$ cat src/rtl/tick_gen_pkg.sv
// Mode encodings shared by the tick generator and the game FSM.
package tick_gen_pkg;

  typedef enum logic [1:0] {
    MODE_FIXED  = 2'd0,
    MODE_LINEAR = 2'd1,
    MODE_GEOM   = 2'd2,
    MODE_RSVD   = 2'd3
  } mode_t;

endpackage

$ cat src/rtl/period_stepper.sv
// Combinational next-period computation for one ramp event, clamped at MIN_PERIOD.
module period_stepper
  import tick_gen_pkg::*;
#(
  parameter int PERIOD_W   = 20,
  parameter int MIN_PERIOD = 277777,
  parameter int STEP       = 5,
  parameter int SHIFT      = 6
) (
  input  logic [PERIOD_W-1:0] period_i,
  input  mode_t               mode_i,
  output logic [PERIOD_W-1:0] next_period_o
);

  localparam logic [PERIOD_W:0]   STEP_X = (PERIOD_W+1)'(STEP);
  localparam logic [PERIOD_W:0]   MIN_X  = (PERIOD_W+1)'(MIN_PERIOD);
  localparam logic [PERIOD_W-1:0] MIN_P  = PERIOD_W'(MIN_PERIOD);

  logic [PERIOD_W-1:0] geom_dec;
  logic [PERIOD_W:0]   dec;
  logic [PERIOD_W:0]   diff;

  always_comb begin
    geom_dec = period_i >> SHIFT;
    if (geom_dec == '0) begin
      geom_dec = PERIOD_W'(1);
    end

    case (mode_i)
      MODE_LINEAR: dec = STEP_X;
      MODE_GEOM:   dec = {1'b0, geom_dec};
      default:     dec = '0;
    endcase

    // One extra bit so a decrement larger than P shows up as a borrow.
    diff = {1'b0, period_i} - dec;

    if (diff[PERIOD_W] || (diff < MIN_X)) begin
      next_period_o = MIN_P;
    end else begin
      next_period_o = diff[PERIOD_W-1:0];
    end
  end

endmodule

$ cat src/rtl/ramped_tick_generator.sv
// Tick strobe generator whose period ramps from START_PERIOD toward MIN_PERIOD.
module ramped_tick_generator
  import tick_gen_pkg::*;
#(
  parameter int PERIOD_W     = 20,
  parameter int START_PERIOD = 833333,
  parameter int MIN_PERIOD   = 277777,
  parameter int STEP         = 5,
  parameter int SHIFT        = 6,
  parameter int RAMP_EVERY   = 1,
  parameter int RAMP_CNT_W   = 8,
  parameter int TICK_CNT_W   = 16
) (
  input  logic                  clk,
  input  logic                  reset,
  input  logic                  enable,
  input  logic                  pause,
  input  logic                  restart,
  input  mode_t                 mode,
  output logic                  tick,
  output logic [PERIOD_W-1:0]   period,
  output logic                  at_max_speed,
  output logic [TICK_CNT_W-1:0] tick_count
);

  localparam logic [PERIOD_W-1:0]   START_P    = PERIOD_W'(START_PERIOD);
  localparam logic [PERIOD_W-1:0]   MIN_P      = PERIOD_W'(MIN_PERIOD);
  localparam logic [RAMP_CNT_W-1:0] RAMP_LAST  = RAMP_CNT_W'(RAMP_EVERY - 1);
  localparam logic                  AT_MAX_RST = (START_PERIOD == MIN_PERIOD);

  logic [PERIOD_W-1:0]   cnt_q, cnt_d;
  logic [PERIOD_W-1:0]   period_q, period_d;
  logic [RAMP_CNT_W-1:0] ramp_cnt_q, ramp_cnt_d;
  logic                  tick_q, tick_d;
  logic [TICK_CNT_W-1:0] tick_count_q, tick_count_d;
  logic                  at_max_q, at_max_d;
  logic [PERIOD_W-1:0]   period_next;
  logic                  terminal;

  period_stepper #(
    .PERIOD_W   (PERIOD_W),
    .MIN_PERIOD (MIN_PERIOD),
    .STEP       (STEP),
    .SHIFT      (SHIFT)
  ) u_stepper (
    .period_i      (period_q),
    .mode_i        (mode),
    .next_period_o (period_next)
  );

  assign terminal = (cnt_q == (period_q - PERIOD_W'(1)));

  always_comb begin
    cnt_d        = cnt_q;
    period_d     = period_q;
    ramp_cnt_d   = ramp_cnt_q;
    tick_d       = 1'b0;
    tick_count_d = tick_count_q;

    if (restart) begin
      cnt_d        = '0;
      period_d     = START_P;
      ramp_cnt_d   = '0;
      tick_count_d = '0;
    end else if (!enable) begin
      cnt_d = '0;
    end else if (pause) begin
      cnt_d = cnt_q;
    end else if (terminal) begin
      cnt_d        = '0;
      tick_d       = 1'b1;
      tick_count_d = tick_count_q + TICK_CNT_W'(1);
      // The stepped period takes over for the interval that starts now.
      if (ramp_cnt_q == RAMP_LAST) begin
        ramp_cnt_d = '0;
        period_d   = period_next;
      end else begin
        ramp_cnt_d = ramp_cnt_q + RAMP_CNT_W'(1);
      end
    end else begin
      cnt_d = cnt_q + PERIOD_W'(1);
    end

    at_max_d = (period_d == MIN_P);
  end

  always_ff @(posedge clk or posedge reset) begin
    if (reset) begin
      cnt_q        <= '0;
      period_q     <= START_P;
      ramp_cnt_q   <= '0;
      tick_q       <= 1'b0;
      tick_count_q <= '0;
      at_max_q     <= AT_MAX_RST;
    end else begin
      cnt_q        <= cnt_d;
      period_q     <= period_d;
      ramp_cnt_q   <= ramp_cnt_d;
      tick_q       <= tick_d;
      tick_count_q <= tick_count_d;
      at_max_q     <= at_max_d;
    end
  end

  assign tick         = tick_q;
  assign period       = period_q;
  assign at_max_speed = at_max_q;
  assign tick_count   = tick_count_q;

endmodule
$ cat config.mk
export PLATFORM = sky130hd
export DESIGN_NAME = ramped_tick_generator
export DESIGN_NICKNAME = d
export VERILOG_FILES = /design/src/rtl/tick_gen_pkg.sv /design/src/rtl/period_stepper.sv /design/src/rtl/ramped_tick_generator.sv
export SDC_FILE = /design/constraint.sdc
export NUM_CORES = 1
export LEC_CHECK = 0
export BUFFER_PORTS_ARGS = -buffer_cell sky130_fd_sc_hd__buf_2
export CAP_MARGIN = 0
export CORE_MARGIN = 5
export CORE_UTILIZATION = 45
export CTS_BUF_LIST = sky130_fd_sc_hd__clkbuf_2 sky130_fd_sc_hd__clkbuf_4 sky130_fd_sc_hd__clkbuf_8
export CTS_CLUSTER_DIAMETER = 30
export DETAILED_ROUTE_END_ITERATION = 10
export PLACE_DENSITY = 0.65
export SYNTH_ARGS = -nofsm -noshare
export SYNTH_HDL_FRONTEND = slang
export SYNTH_SLANG_ARGS = --single-unit
$ cat constraint.sdc
create_clock -name clk -period 4.4 [get_ports clk]
set_clock_uncertainty 0.2 [all_clocks]
set_input_delay 0.22 -clock clk [delete_from_list [all_inputs] [get_ports clk]]
set_output_delay 0.22 -clock clk [all_outputs]
set_load 0.01 [all_outputs]
==> results.yml, run 1 <==
run_status:
  status: "completed"
synth:
  ys_async_sr_fraction_pct: 100
  synth-seq-cells: 66
  syn-num-nets: 723
  synth_compound_area_share_pct: 21.8
  ys_types: 83
  synth_top_family_by_area: "simple AND/OR/NAND/NOR gates"
  muxShareOfSynthArea_pct: 0.393
  synth_edf_count: 0
  syn_inst: 694
  syn_avg_cell_area_sq_um: 8.25
  yosys_most_used_dff: "dfrtp_1"
  synthXorXnorAreaFrac_pct: 9.03
  syn_area_sq_um: 5720
  ys_seq_area_share_pct: 29.1
  synthAdderAreaFrac_pct: 4.94
  synth_simple_gate_area_share_pct: 27.9
  yosysWarnings: 0
worst_hold_path:
  hold-path-endpoint: "tick_count[10]"
  worstHoldStart: "restart"
  min_path_type: "input pin to register"
  hold_path_depth: 2
sta:
  finalHoldViolCount: 0
  max_slew.worst_pin.slew_ps: 831
  fin_crit_ps: 4370
  drv_slew: 0
  tns_ps: 0
  timing.final.setup_violations: 0
  worst_hold_slack_ps: 219
  max_freq_ghz: 0.229
  rsz0062_at_grt: "yes"
  slew_headroom_pct: 44.6
  min_period_over_period_pct: 99.3
clock_network:
  cts_buffers: 9
  clock_latency_ps: 360
  clockRootBuffer: "clkbuf_8"
  h-tree-depth: 3
  cts.path.max_buffers: 2
  path_clk_slew_ps: 80
  cts_tree: "built"
  clock-sinks: 66
place:
  placed_area_sq_um: 6330
  portBuffers: 44
  place.detailed.hpwl_um: 13100
  gp_congestion: 0.945
die:
  die_h_um: 123
  row_count: 41
  fp.coreArea_sq_um: 12600
  die_x_um: 123
  num_io_pins: 45
  start_util_pct: 45.5
  die_area_sq_um: 15100
drt:
  wirelength_um: 17400
  via_per_inst: 5.89
  vias: 5594
  route.detailed.drc: 0
  routedWlPerCell_um: 18.3
  drt-initial-drc-count: 420
  firstDrtPassIters: 6
  ant_nets: 0
setup_path:
  rrSetupSlack_ps: 30
  r2r-end: "at_max_speed"
  crit_type: "register to register"
  crit_chain: "or4_4, nor3_4, a31o_2, a21oi_2, nor2_1, ha_2, fa_2, nand2b_4, a211oi_4, o2111a_2, or3b_4, mux2_2, nand4_1, buf_6, a32oi_2, o311ai_1, nor4_1, and4_1"
  r2r_cells: 18
  arrival_ps: 4460
  worstSetupEndpointType: "register"
  critPathTopFamily: "simple AND/OR/NAND/NOR gates"
  r2r-start: "period[17]"
  startpoint_type: "register"
  crit_path_top_delay_cell: "or4_4"
  critPathBufInv: 1
  worstPathMaxFanout: 7
  max_stage_delay_ps: 550
  worstPathRequired_ps: 4490
power_and_ir_drop:
  p_total_mw: 1.31
  cellPowerDensity_nw_per_um2: 197
  leakage_nw: 2.79
  peakVddDrop_v: 0.000111
finish:
  design_area_sq_um: 6660
  layout.nets: 802
  diodes: 0
  drive_above_1_share_pct: 24.3
  areaGrowthSynthToFinish_pct: 16.3
  fillCellCount: 1207
  post-route-util_pct: 53.0
grt:
  antenna_found_initial: 0
  grt_overflow: 0
  grt_max_degree: 67
  grt_pass1_vias: 5671
  grt_pass1_wl_um: 28300
  grt_usage_pct: 23.9
run:
  cap_viol_max_count: 0
==> cells by family after synthesis <==
logic type	count (synthesis)
compound gates	181
xor+xnor	59
fa+ha+maj	22
buf+inv	58
flops	66
mux	2
simple gates	306
==> timing repair <==
action / 4_1_cts / 5_1_grt
setup buffers: 2 / 1
hold buffers: 1 / 0
setup endpoints to repair: 2 / 8
resized for setup: 3 / 14
hold endpoints to repair: 54 / 0
pin swaps: 1 / 1
==> cell usage in the layout (no fill, tap or decap), types with 10 or more instances in the layout <==
cell type  count
ha_1          20
nor2_1        63
buf_2         44
nand2_1       95
xor2_1        28
nor3_1        15
nand3_1       27
nand4_1       13
clkbuf_8      10
a21oi_1       29
dfrtp_1       54
o21ai_0       63
dfstp_2       12
and3_1        22
xnor2_1       31
inv_1         14
nor4_1        13
buf_4         64
==> stage by stage <==
step	std cells	setup slack, ps
floorplan	694	19.8
global placement	930	48.9
detailed placement	930	-65.4
CTS	949	1.38
global route	950	-193
finish	950	30.4
==> report_power, final <==
| group | switching [mW] | internal [mW] | total [mW] |
|---|---|---|---|
| Combinational | 0.0790 | 0.0457 | 0.125 |
| Clock | 0.242 | 0.339 | 0.580 |
| Sequential | 0.00109 | 0.608 | 0.609 |
| Total | 0.322 | 0.992 | 1.31 |
==> cell usage after synthesis, types with 12 or more instances <==
master	n	share of area, %
xnor2_1	31	4.7
nand3_1	27	2.4
xor2_1	28	4.3
clkbuf_1	21	1.4
nand2_1	95	6.2
dfstp_2	12	5.5
and3_1	22	2.4
nor2_1	63	4.1
inv_1	15	0.98
nand4_1	13	1.4
a21oi_1	31	2.7
ha_1	21	4.6
nor4_1	14	1.5
o21ai_0	65	5.7
dfrtp_1	54	24
nor3_1	16	1.4
==> layer usage <==
| metal | GRT usage [%] | share of wire, % |
|---|---|---|
| met5 | 0 | 0 |
| met4 | 11.5 | 3.7 |
| met3 | 3.41 | 4.2 |
| met2 | 41.1 | 49 |
| met1 | 29.2 | 43 |
==> sequential cells by signal, indices dropped and copies added (netlist names) <==
signal / cells
tick: 1
at_max_speed: 1
cnt_q: 20
period: 20
tick_count: 16
ramp_cnt_q: 8
==> worst max path at each step <==
stage / from / end / slack, ps / cells after the start
floorplan: period[16] / at_max_speed / 20 / 18
global placement: period[17] / at_max_speed / 50 / 18
detailed placement: period[15] / at_max_speed / -70 / 18
CTS: period[17] / at_max_speed / 1 / 18
global route: period[17] / at_max_speed / -190 / 19
finish: period[17] / at_max_speed / 30 / 18
==> worst register-to-register path: stages, from the launching register on <==
cell	delay, ps
dfrtp_1	370
or4_4	550
nor3_4	170
a31o_2	210
a21oi_2	60
nor2_1	100
ha_2	210
fa_2	210
nand2b_4	140
a211oi_4	70
o2111a_2	310
or3b_4	380
mux2_2	230
nand4_1	100
buf_6	160
a32oi_2	220
o311ai_1	140
nor4_1	250
and4_1	210
==> final cells by class <==
cell class / instances / area [sq um] / share of cell area (%)
Clock buffer: 11 / 145 / 2.18
Clock inverter: 5 / 77.6 / 1.16
Multi-Input combinational cell: 570 / 3770 / 56.5
Sequential cell: 66 / 1670 / 25.0
Inverter: 15 / 56.3 / 0.845
Tap cell: 172 / 215 / 3.23
Timing Repair Buffer: 111 / 733 / 11.0
Power figures use the tool's default switching activity.
==> run 2, diff against run 1 <==
RECOVER_POWER = 25   (was unset)
==> results.yml, run 2 (synthesized netlist as in run 1, its figures left out) <==
run_status:
  status: "finished with violations"
  failed_checks: "capacitance limit, slew limit"
clock_network:
  path_clk_slew_ps: 80
  clock_latency_ps: 360
  cts_buffers: 9
  clock-sinks: 66
  cts.path.max_buffers: 2
  h-tree-depth: 3
  cts_tree: "built"
  clockRootBuffer: "clkbuf_8"
drt:
  wirelength_um: 17400
  ant_nets: 0
  routedWlPerCell_um: 18.3
  vias: 5553
  route.detailed.drc: 0
  drt-initial-drc-count: 416
  firstDrtPassIters: 5
  via_per_inst: 5.85
power_and_ir_drop:
  leakage_nw: 2.69
  p_int_mw: 0.992
  p_total_mw: 1.31
  peakVddDrop_v: 0.000111
  swShare_pct: 24.4
  pwr-share-seq_pct: 46.4
  p_switching_mw: 0.320
  cellPowerDensity_nw_per_um2: 198
  p_comb_share_pct: 9.5
  pwr-share-clk_pct: 44.1
sta:
  max_freq_ghz: 0.229
  max_slew.worst_pin.slew_ps: 1630
  rsz0062_at_grt: "yes"
  tns_ps: 0
  min_period_over_period_pct: 99.2
  drv_slew: 67
  finalHoldViolCount: 0
  fin_crit_ps: 4370
  slew_headroom_pct: -8.45
  timing.final.setup_violations: 0
finish:
  drive_above_1_share_pct: 21.5
  final_cells: 950
  diodes: 0
  fillCellCount: 1217
  areaGrowthSynthToFinish_pct: 15.8
  final_cell_mix: "nand2_1, nor2_1, o21ai_0, buf_4, dfrtp_1"
  layout.nets: 802
  ff_latch_area_sq_um: 1670
  mostFrequentLayoutCell: "nand2_1"
  multi_input_area_sq_um: 3770
  post-route-util_pct: 52.7
grt:
  antenna_found_initial: 0
  grt_pass1_vias: 5671
  grt_max_degree: 67
  grt_overflow: 0
  grt_pass1_wl_um: 28300
  grt_usage_pct: 23.9
setup_path:
  worstPathMaxFanout: 7
  crit_type: "register to register"
  arrival_ps: 4460
  startpoint_type: "register"
  worstPathRequired_ps: 4490
  worstSetupEndpointType: "register"
place:
  dp_cells: 930
  place.detailed.hpwl_um: 13100
  gp_congestion: 0.945
  portBuffers: 44
die:
  die_h_um: 123
  die_x_um: 123
  die_area_sq_um: 15100
  start_util_pct: 45.5
  num_io_pins: 45
  fp.coreArea_sq_um: 12600
  row_count: 41
worst_hold_path:
  min_path_type: "input pin to register"
run:
  cap_viol_max_count: 1
run 2: cell types whose count changed in the layout (fill, tap and decap cells not counted), sizes merged:
cell,previous run,this run
clkbuf,11,33
buf,110,88
run 2: final cells by class:
type	instances	area share, %
Tap cell	172	3.25
Sequential cell	66	25.2
Clock buffer	11	2.19
Inverter	15	0.850
Clock inverter	5	1.17
Timing Repair Buffer	111	10.6
Multi-Input combinational cell	570	56.8
run 2: per-layer routing:
metal | vias to the layer above | global-route usage [%] | wire (um)
met5 | - | 0 | 0
met4 | 0 | 11.5 | 589
met3 | 51 | 3.41 | 683
met2 | 153 | 41.1 | 8570
met1 | 2683 | 29.2 | 7520
li1 | 2666 | - | -
run 2: power by group through the flow:
| stage | combinational (mW) | sequential, mW | clock (mW) |
|---|---|---|---|
| after global routing | 0.139 | 0.608 | 0.615 |
| final | 0.124 | 0.609 | 0.579 |
| after global placement | 0.120 | 0.620 | 0 |
| after floorplan | 0.0778 | 0.620 | 0 |
| after detailed placement | 0.121 | 0.620 | 0 |
| after CTS | 0.123 | 0.609 | 0.585 |
run 2: metrics by stage:
stage | instance area (sq um) | hold slack (ps) | setup slack [ps]
floorplan | 5760 | 207 | 19.8
CTS | 6580 | 211 | 1.38
detailed placement | 6330 | 318 | -65.4
global placement | 6330 | 306 | 48.9
finish | 6630 | 212 | 34.8
global route | 6630 | 244 | -193
run 2: final timing paths:
| path | start | endpoint | slack [ps] | cells past startpoint |
|---|---|---|---|---|
| hold / removal | restart | tick_count[10] | 210 | 2 |
| setup reg to reg | period[17] | at_max_speed | 30 | 18 |
| max in group asynchronous | reset | period[3] | 2260 | 4 |
| min in group asynchronous | reset | tick_count[4] | 760 | 4 |
| hold reg to reg | ramp_cnt_q[0] | ramp_cnt_q[0] | 350 | 1 |
| setup / recovery | period[17] | at_max_speed | 30 | 18 |
run 2: worst max-delay path, cell delays in order, from the launching register on:
cell and delay (ps):
dfrtp_1 380, or4_4 550, nor3_4 170, a31o_2 210, a21oi_2 60, nor2_1 100
ha_2 210, fa_2 210, nand2b_4 140, a211oi_4 70, o2111a_2 310, or3b_4 380
mux2_2 230, nand4_1 100, buf_6 160, a32oi_2 220, o311ai_1 140, nor4_1 250
and4_1 210
run 2: repair_timing:
item	4_1_cts	5_1_grt
endpoints found under the setup margin	2	8
pin swaps	1	1
resized for setup	3	14
hold endpoints to repair	54	0
hold buffers	1	0
setup buffers	2	1
